==> config.mk <==
export PLATFORM = sky130hd
export DESIGN_NAME = fifo_burst_reader
export DESIGN_NICKNAME = d
export VERILOG_FILES = /design/src/rtl/fifo_burst_reader.sv
export SDC_FILE = /design/constraint.sdc
export NUM_CORES = 1
export LEC_CHECK = 0
export BUFFER_PORTS_ARGS = -buffer_cell sky130_fd_sc_hd__buf_2
export CAP_MARGIN = 20
export CORE_MARGIN = 8
export CORE_UTILIZATION = 30
export CTS_CLUSTER_DIAMETER = 200
export CTS_CLUSTER_SIZE = 30
export DETAILED_ROUTE_END_ITERATION = 12
export GPL_ROUTABILITY_DRIVEN = 0
export HOLD_SLACK_MARGIN = 0.03
export PLACE_DENSITY = 0.49
export SKIP_LAST_GASP = 1
export SYNTH_ARGS = -nofsm -noshare
export SYNTH_HDL_FRONTEND = slang
export SYNTH_SLANG_ARGS = --single-unit
==> constraint.sdc <==
create_clock -name clk_i -period 2.9 [get_ports clk_i]
set_input_delay 0.58 -clock clk_i [delete_from_list [all_inputs] [get_ports clk_i]]
set_output_delay 0.58 -clock clk_i [all_outputs]
set_load 0.03 [all_outputs]
==> src/rtl/fifo_burst_reader.sv <==
// fifo_burst_reader
//   Drains an upstream synchronous FIFO in bursts and presents the words as a
//   valid/ready stream with a last-beat marker.
//
//   Ports
//     clk_i, rst_n_i   : clock, asynchronous active-low reset
//     fifo_rdata_i     : FIFO read data, valid the cycle after fifo_rd_en_o
//     fifo_rd_en_o     : FIFO read enable
//     fifo_empty_i     : FIFO empty flag
//     fifo_elements_i  : FIFO occupancy
//     m_data_o/m_valid_o/m_ready_i/m_last_o : output stream
//     busy_o           : high while the FSM is in BURST (mirrors the FSM state)
//     burst_cnt_o      : number of completed bursts, wraps at 16 bits
//
//   Handshake: a beat transfers on a rising clk_i edge where m_valid_o and
//   m_ready_i are both high. Once m_valid_o is high, m_data_o and m_last_o
//   hold until the beat transfers.
//
//   Optional feature (macro FIFO_BURST_READER_TIMEOUT_EN): a partial burst of
//   the words currently in the FIFO is flushed after TIMEOUT idle cycles.
//   Without the macro only full BURST_LEN bursts are issued.
module fifo_burst_reader #(
  parameter int WIDTH     = 32,
  parameter int DEPTH     = 16,
  parameter int ELS_SIZE  = $clog2(DEPTH),
  parameter int BURST_LEN = 4,
  parameter int TIMEOUT   = 64
) (
  input  logic                clk_i,
  input  logic                rst_n_i,
  input  logic [WIDTH-1:0]    fifo_rdata_i,
  output logic                fifo_rd_en_o,
  input  logic                fifo_empty_i,
  input  logic [ELS_SIZE:0]   fifo_elements_i,
  output logic [WIDTH-1:0]    m_data_o,
  output logic                m_valid_o,
  input  logic                m_ready_i,
  output logic                m_last_o,
  output logic                busy_o,
  output logic [15:0]         burst_cnt_o
);

  localparam int CW = ELS_SIZE + 1;
  localparam logic [CW-1:0] BURST_LEN_C = CW'(BURST_LEN);

  if (BURST_LEN < 1 || BURST_LEN > DEPTH) begin : g_bad_burst_len
    $error("fifo_burst_reader: BURST_LEN must be in 1..DEPTH");
  end
  if (TIMEOUT < 1) begin : g_bad_timeout
    $error("fifo_burst_reader: TIMEOUT must be at least 1");
  end

  typedef enum logic {IDLE, BURST} state_e;

  state_e            state_q, state_d;
  logic [CW-1:0]     len_q, len_d;
  logic [CW-1:0]     issued_q;     // reads issued in this burst
  logic [CW-1:0]     beats_q;      // beats transferred in this burst
  logic              inflight_q;   // read issued last cycle, data arrives now
  logic [WIDTH-1:0]  buf_q [2];
  logic              wr_ptr_q, rd_ptr_q;
  logic [1:0]        cnt_q;        // output buffer occupancy
  logic [15:0]       burst_cnt_q;
  logic              pop, done;
  logic [2:0]        occ;

  assign m_valid_o   = (cnt_q != 2'd0);
  assign m_data_o    = buf_q[rd_ptr_q];
  assign m_last_o    = m_valid_o && (beats_q == len_q - CW'(1));
  assign pop         = m_valid_o && m_ready_i;
  assign done        = pop && m_last_o;
  assign busy_o      = (state_q == BURST);
  assign burst_cnt_o = burst_cnt_q;

  // Occupancy counts the beat leaving this cycle as already gone, so a new
  // read can be issued in the same cycle a beat drains. This keeps one beat
  // per cycle with m_ready_i high while never holding more than two words
  // between buffer and in-flight read.
  assign occ = 3'(cnt_q) - 3'(pop) + 3'(inflight_q);

  assign fifo_rd_en_o = (state_q == BURST) && (issued_q < len_q) &&
                        !fifo_empty_i && (occ < 3'd2);

`ifdef FIFO_BURST_READER_TIMEOUT_EN
  localparam int TW = $clog2(TIMEOUT + 1);
  logic [TW-1:0] tmo_q;
  logic          partial, tmo_hit;

  assign partial = (state_q == IDLE) && (fifo_elements_i != '0) &&
                   (fifo_elements_i < BURST_LEN_C);
  assign tmo_hit = partial && (tmo_q == TW'(TIMEOUT - 1));

  always_ff @(posedge clk_i or negedge rst_n_i) begin
    if (!rst_n_i) begin
      tmo_q <= '0;
    end else if (!partial || tmo_hit) begin
      tmo_q <= '0;
    end else begin
      tmo_q <= tmo_q + TW'(1);
    end
  end
`endif

  always_comb begin
    state_d = state_q;
    len_d   = len_q;
    case (state_q)
      IDLE: begin
        if (fifo_elements_i >= BURST_LEN_C) begin
          state_d = BURST;
          len_d   = BURST_LEN_C;
        end
`ifdef FIFO_BURST_READER_TIMEOUT_EN
        else if (tmo_hit) begin
          state_d = BURST;
          len_d   = fifo_elements_i;
        end
`endif
      end
      BURST: begin
        if (done) begin
          state_d = IDLE;
        end
      end
      default: state_d = IDLE;
    endcase
  end

  always_ff @(posedge clk_i or negedge rst_n_i) begin
    if (!rst_n_i) begin
      state_q     <= IDLE;
      len_q       <= '0;
      issued_q    <= '0;
      beats_q     <= '0;
      inflight_q  <= 1'b0;
      buf_q[0]    <= '0;
      buf_q[1]    <= '0;
      wr_ptr_q    <= 1'b0;
      rd_ptr_q    <= 1'b0;
      cnt_q       <= 2'd0;
      burst_cnt_q <= 16'd0;
    end else begin
      state_q    <= state_d;
      len_q      <= len_d;
      inflight_q <= fifo_rd_en_o;
      if (fifo_rd_en_o) begin
        issued_q <= issued_q + CW'(1);
      end
      // Only the cycle after an accepted read carries valid FIFO data.
      if (inflight_q) begin
        buf_q[wr_ptr_q] <= fifo_rdata_i;
        wr_ptr_q        <= ~wr_ptr_q;
      end
      if (pop) begin
        rd_ptr_q <= ~rd_ptr_q;
        beats_q  <= beats_q + CW'(1);
      end
      case ({inflight_q, pop})
        2'b10:   cnt_q <= cnt_q + 2'd1;
        2'b01:   cnt_q <= cnt_q - 2'd1;
        default: cnt_q <= cnt_q;
      endcase
      // On the last beat every read has been issued and consumed, so the
      // buffer is empty and both pointers are equal again.
      if (done) begin
        issued_q    <= '0;
        beats_q     <= '0;
        burst_cnt_q <= burst_cnt_q + 16'd1;
      end
    end
  end

endmodule

# ---- Word level (Yosys, flattened, before mapping)
# Index checks and enable logic that the tools add are counted.
dict set report word_totals {
  regBits 97
  ramBits 0
  romBits 0
  n_memories 0
  out_inout_bits 52
  latch_bits 0
}
dict set report op_classes {
  multipliers 0
  shifts 0
  magnitude_cmp 6
  add_sub_neg 8
  muxes 14
  div_mod_pow 0
  n_reduce_logical 13
  bitwise 5
  n_eq_ne 3
}
# op n
set ops {}
lappend ops {{2-to-1 mux 32 bit} 4}
lappend ops {{bitwise mux 64 bit} 1}
lappend ops {{demux 32 bit (select 1 bit)} 1}
lappend ops {{2-to-1 mux 5 bit} 4}
lappend ops {{adder 16 x 1 -> 16 bit (second input constant)} 1}
lappend ops {{adder 5 x 1 -> 5 bit (second input constant)} 2}
lappend ops {{nonzero test 2 bit} 4}
lappend ops {{logical AND 1 bit} 7}
lappend ops {{== test 5 bit} 1}
lappend ops {{>= comparator 5 x 3 -> 1 bit (second input constant)} 1}
lappend ops {{less-than comparator 5 x 3 -> 1 bit} 1}
lappend ops {{>= comparator 2 bit (second input constant)} 2}
lappend ops {{NOT 1 -> 2 bit} 2}
lappend ops {{case mux 2 bit (2 select lines)} 1}
lappend ops {{subtractor 3 x 1 -> 4 bit (second input constant)} 1}
lappend ops {{adder 3 x 1 -> 3 bit} 1}
lappend ops {{less-than comparator 3 x 2 -> 1 bit (second input constant)} 1}
lappend ops {{NOT 1 bit} 3}
lappend ops {{subtractor 2 x 1 -> 3 bit} 1}
lappend ops {{adder 2 x 1 -> 2 bit (second input constant)} 1}
lappend ops {{== test 2 x 1 -> 1 bit (second input constant)} 1}
lappend ops {{== test 2 bit (second input constant)} 1}
lappend ops {{less-than comparator 2 x 1 -> 1 bit (second input constant)} 1}
lappend ops {{2-to-1 mux 1 bit} 2}
lappend ops {{4 further kinds} 4}

# ---- Depth between registers and ports, before layout
dict set report logic_depth {
  word_depth 8
  ltp_mapped 9
}

# ---- Least setup slack after synthesis
# OpenSTA, ideal clock, no wires.
dict set report synth_timing {
  path_kind {register to output}
  startpoint {register cnt_q[1]}
  endpoint {output port fifo_rd_en_o}
  path_stages_with_launch 8
  slack_ns -0.219
  path_buffers 1
  arrival_time_ns 2.539
  path_cell_list {dfrtp_1 clkbuf_1 inv_1 nor2_1 o21ai_0 fa_1 nand4b_1 nor3_1}
}
dict set report synth_between {
  elab_chain_len 6
}
# element line
set synth_lines {}
lappend synth_lines {{start, declared} 62} ;# logic [1:0] cnt_q;
lappend synth_lines {{start signal, assigned} 159} ;# 2'b10: cnt_q <= cnt_q + 2'd1;
lappend synth_lines {{start signal, assigned} 160} ;# 2'b01: cnt_q <= cnt_q - 2'd1;
lappend synth_lines {{start signal, assigned} 161} ;# default: cnt_q <= cnt_q;
lappend synth_lines {{nonzero test 2 bit} 67} ;# assign m_valid_o = (cnt_q != 2'd0);
lappend synth_lines {{logical AND 1 bit} 70} ;# assign pop = m_valid_o && m_ready_i;
lappend synth_lines {{subtractor 2 x 1 -> 3 bit *} 79} ;# assign occ = 3'(cnt_q) - 3'(pop) + 3'(inflight_q);
lappend synth_lines {{adder 3 x 1 -> 3 bit *} 79}
lappend synth_lines {{less-than comparator 3 x 2 -> 1 bit *} 82} ;# !fifo_empty_i && (occ < 3'd2);
lappend synth_lines {{logical AND 1 bit *} 82}
lappend synth_lines {{end, declared} 32} ;# output logic fifo_rd_en_o,
# Mark *: on every way between the ends. The rest lies on a longest branch, timed or not.

# ---- Worst setup path in the final report
dict set report layout_timing {
  startpoint {register cnt_q[0]}
  endpoint {output port fifo_rd_en_o}
}
# Same word-level chain as after synthesis.

==> impl_metrics.py <==
metrics = {
    "sta": {
        "fin_setup_tns_ps": 0,
        "max_freq_ghz": 0.362,
        "setup_violations": 0,
        "final-hold-violation-count": 0,
        "min_period_over_period_pct": 95.1,
        "tightestPinTransition_ps": 891,
        "fin_ws_ps": 141,
        "report.final.slew_viol_count": 0,
        "relSlewSlack_pct": 40.6,
        "clock_skew_ps": 6.02,
        "period_minus_slack_ps": 2760,
        "rsz0062_at_grt": "no",
    },
    "power": {
        "power.density_mw_per_mm2": 1170,
        "sw_frac_of_total_pct": 38.1,
        "p_leak_nw": 2.39,
        "internal_power_mw": 3.80,
        "p_seq_share_pct": 37.6,
        "clock_power_share_pct": 19.5,
        "comb_power_share_pct": 42.8,
        "ir_drop_mv": 0.471,
        "p_switching_mw": 2.33,
    },
    "layout": {
        "area_growth_pct": 23.4,
        "layout.nets": 446,
        "antenna_cells": 0,
        "layout_common_cells": "dfrtp_1, mux2_2, buf_2, xnor2_1, nand2_1",
        "drive_gt1_share_pct": 53.4,
        "fill_cells": 1390,
        "fin_cells": 586,
        "final_common_cell": "dfrtp_1",
    },
    "yosys": {
        "synth_top_area_share_pct": 57.1,
        "async_flop_share_pct": 100,
        "synth_edf_count": 0,
        "ys_ff_latch": 97,
        "synthTopCellsByArea": "dfrtp_1, mux2_2, xnor2_1, xor2_1, nand2_1",
        "yosysWarnings": 0,
        "syn_area_mm2": 0.00425,
        "synth_fp_nets": 353,
        "syn_area_per_cell_um2": 13.8,
        "synth_ff_type": "dfrtp_1",
        "synth.distinct_cells": 35,
        "ys_seq_area_share_pct": 57.1,
        "syn_inst": 308,
        "synth_top_area_cell": "dfrtp_1",
    },
    "job": {
        "maxCapViolCount": 0,
    },
    "placed_design": {
        "placed_cells_incl_taps": 570,
        "hpwlAfterDp_um": 6510,
        "dp_slack_ps": 153,
        "io_buffers": 90,
    },
    "floorplan": {
        "rows": 43,
        "start_util_pct": 30.6,
        "fp.dieH_um": 135,
        "core_mm2": 0.0139,
        "fp.dieW_um": 135,
        "die_area_mm2": 0.0182,
        "ios": 93,
    },
    "routing": {
        "highest_layer": "met4",
        "drtIter0Drc": 86,
        "firstDrtPassIters": 4,
        "drt_wl_total_um": 9380,
        "wl_met1_um": 4060,
        "dr_wl_met3_um": 378,
        "vias_per_cell": 4.60,
        "drc": 0,
        "wl_met2_um": 4760,
        "antenna_left": 0,
        "vias": 2696,
        "wl_per_cell_um": 16.0,
    },
    "global_routing": {
        "track_usage_pct": 10.8,
        "grt-ovfl-total": 0,
        "grt_max_degree": 50,
        "grt_pass1_vias": 2982,
        "antenna_found_initial": 0,
        "grt_pass1_wl_um": 15300,
    },
    "clock_network": {
        "htree_levels": 3,
        "post_cts_buffers": 0,
        "ctsHoldBuffers": 0,
        "clkTransAtPathRegs_ps": 70,
        "clock-root-buffer": "clkbuf_16",
        "cts_tree": "built",
        "worstSkewPairLatency_ps": 350,
        "cts.sinks": 97,
        "cts_max_path_buffers": 2,
        "cts_buffers": 9,
    },
    "critical_path": {
        "criticalPathCategory": "reg2out",
        "rrSetupSlack_ps": 740,
        "cp_data_arrival_time_ps": 2180,
        "cp.required_ps": 2320,
        "path_max_fanout": 5,
        "critical_path.reg2reg.startpoint": "cnt_q[0]$_DFFE_PN0P_",
        "ff2ff_path_depth": 9,
        "r2r-end": "issued_q[1]$_DFFE_PN0P_",
        "critPathCaptureType": "primary output",
        "startpoint_type": "flop",
    },
    "status": {
        "outcome": "completed",
    },
    "min_path": {
        "hp-class": "in2async",
    },
}
-- worst max-delay path by stage --
stage / startpoint / endpoint / slack [ps] / cells after the start
2_1_floorplan: cnt_q[1]$_DFFE_PN0P_ / fifo_rd_en_o / 130 / 7
3_3_place_gp: m_ready_i / fifo_rd_en_o / 180 / 7
3_5_place_dp: m_ready_i / fifo_rd_en_o / 150 / 7
4_1_cts: cnt_q[0]$_DFFE_PN0P_ / fifo_rd_en_o / 2 / 7
5_1_grt: cnt_q[0]$_DFFE_PN0P_ / fifo_rd_en_o / 20 / 7
6_report: cnt_q[0]$_DFFE_PN0P_ / fifo_rd_en_o / 140 / 7
-- critical path, stage by stage (launching register included) --
cell	delay (ps)
dfrtp_1	410
nand2b_1	170
nor2_1	110
o21ai_0	130
fa_1	510
nand4b_1	110
nor3_2	190
buf_4	200
-- routing by layer --
layer	GRT usage, %	vias up
li1	-	1274
met1	12.5	1365
met2	18.2	42
met3	2.97	15
met4	5.18	0
met5	0	-
-- cells in the mapped netlist (2+ instances only) --
cell	n
or3_1	2
xor2_1	7
mux2i_1	2
nor2b_1	4
buf_2	4
nand2b_1	2
xnor2_1	15
dfrtp_1	97
ha_1	3
mux2_1	2
o21ai_0	4
a21oi_1	2
nor3_1	2
and3_1	3
clkbuf_1	7
buf_1	3
nand4_1	5
nand3_1	8
mux2_2	95
nor2_1	12
nand2_1	14
nand4b_1	2
-- metrics by stage --
step / cell area, um^2 / total power, mW / hold slack, ps / utilization, %
floorplan: 4260 / 4.27 / 284 / -
global placement: 4950 / 4.94 / 462 / 35.6
detailed placement: 4950 / 5.02 / 471 / 35.6
CTS: 5240 / 6.25 / 283 / 37.8
global route: 5250 / 6.52 / 318 / 37.8
finish: 5250 / 6.13 / 266 / 37.8
-- cells by family (layout without fill, tap and decap cells) --
kind of cell | after synthesis | after routing | share of synthesized area [%]
AOI/OAI and AO/OA | 12 | 12 | 2.15
xor gates and xnor gates | 22 | 22 | 4.53
adders and majority gates | 4 | 4 | 1.35
buffers and inverters | 15 | 113 | 1.44
DFF | 97 | 97 | 57.1
muxes | 99 | 99 | 26.2
and+or+nand+nor | 59 | 59 | 7.27
-- sequential cells by signal, summed over array words and instances, names as in the netlist --
signal and count:
beats_q 5, issued_q 5, rd_ptr_q 1, buf_q 64
busy_o 1, inflight_q 1, wr_ptr_q 1, cnt_q 2
len_q 1, burst_cnt_o 16
-- cell type report --
cell class	instances	area [um^2]	area share (%)
Clock buffer	10	239	4.56
Clock inverter	6	57.6	1.10
Inverter	1	3.75	0.0716
Multi-Input combinational cell	196	1780	33.9
Sequential cell	97	2430	46.3
Tap cell	180	225	4.29
Timing Repair Buffer	96	513	9.78
-- timing repair --
action	CTS	global route
gates resized for setup	0	2
endpoints found under the hold margin	0	0
endpoints found under the setup margin	0	1
-- power by group through the flow --
stage | clock network, mW | registers (mW) | logic, mW
finish | 1.20 | 2.31 | 2.63
CTS | 1.24 | 2.32 | 2.69
detailed placement | 0 | 2.34 | 2.68
global placement | 0 | 2.30 | 2.65
global route | 1.30 | 2.40 | 2.82
floorplan | 0 | 2.16 | 2.11
(Power assumes the default switching activity.)
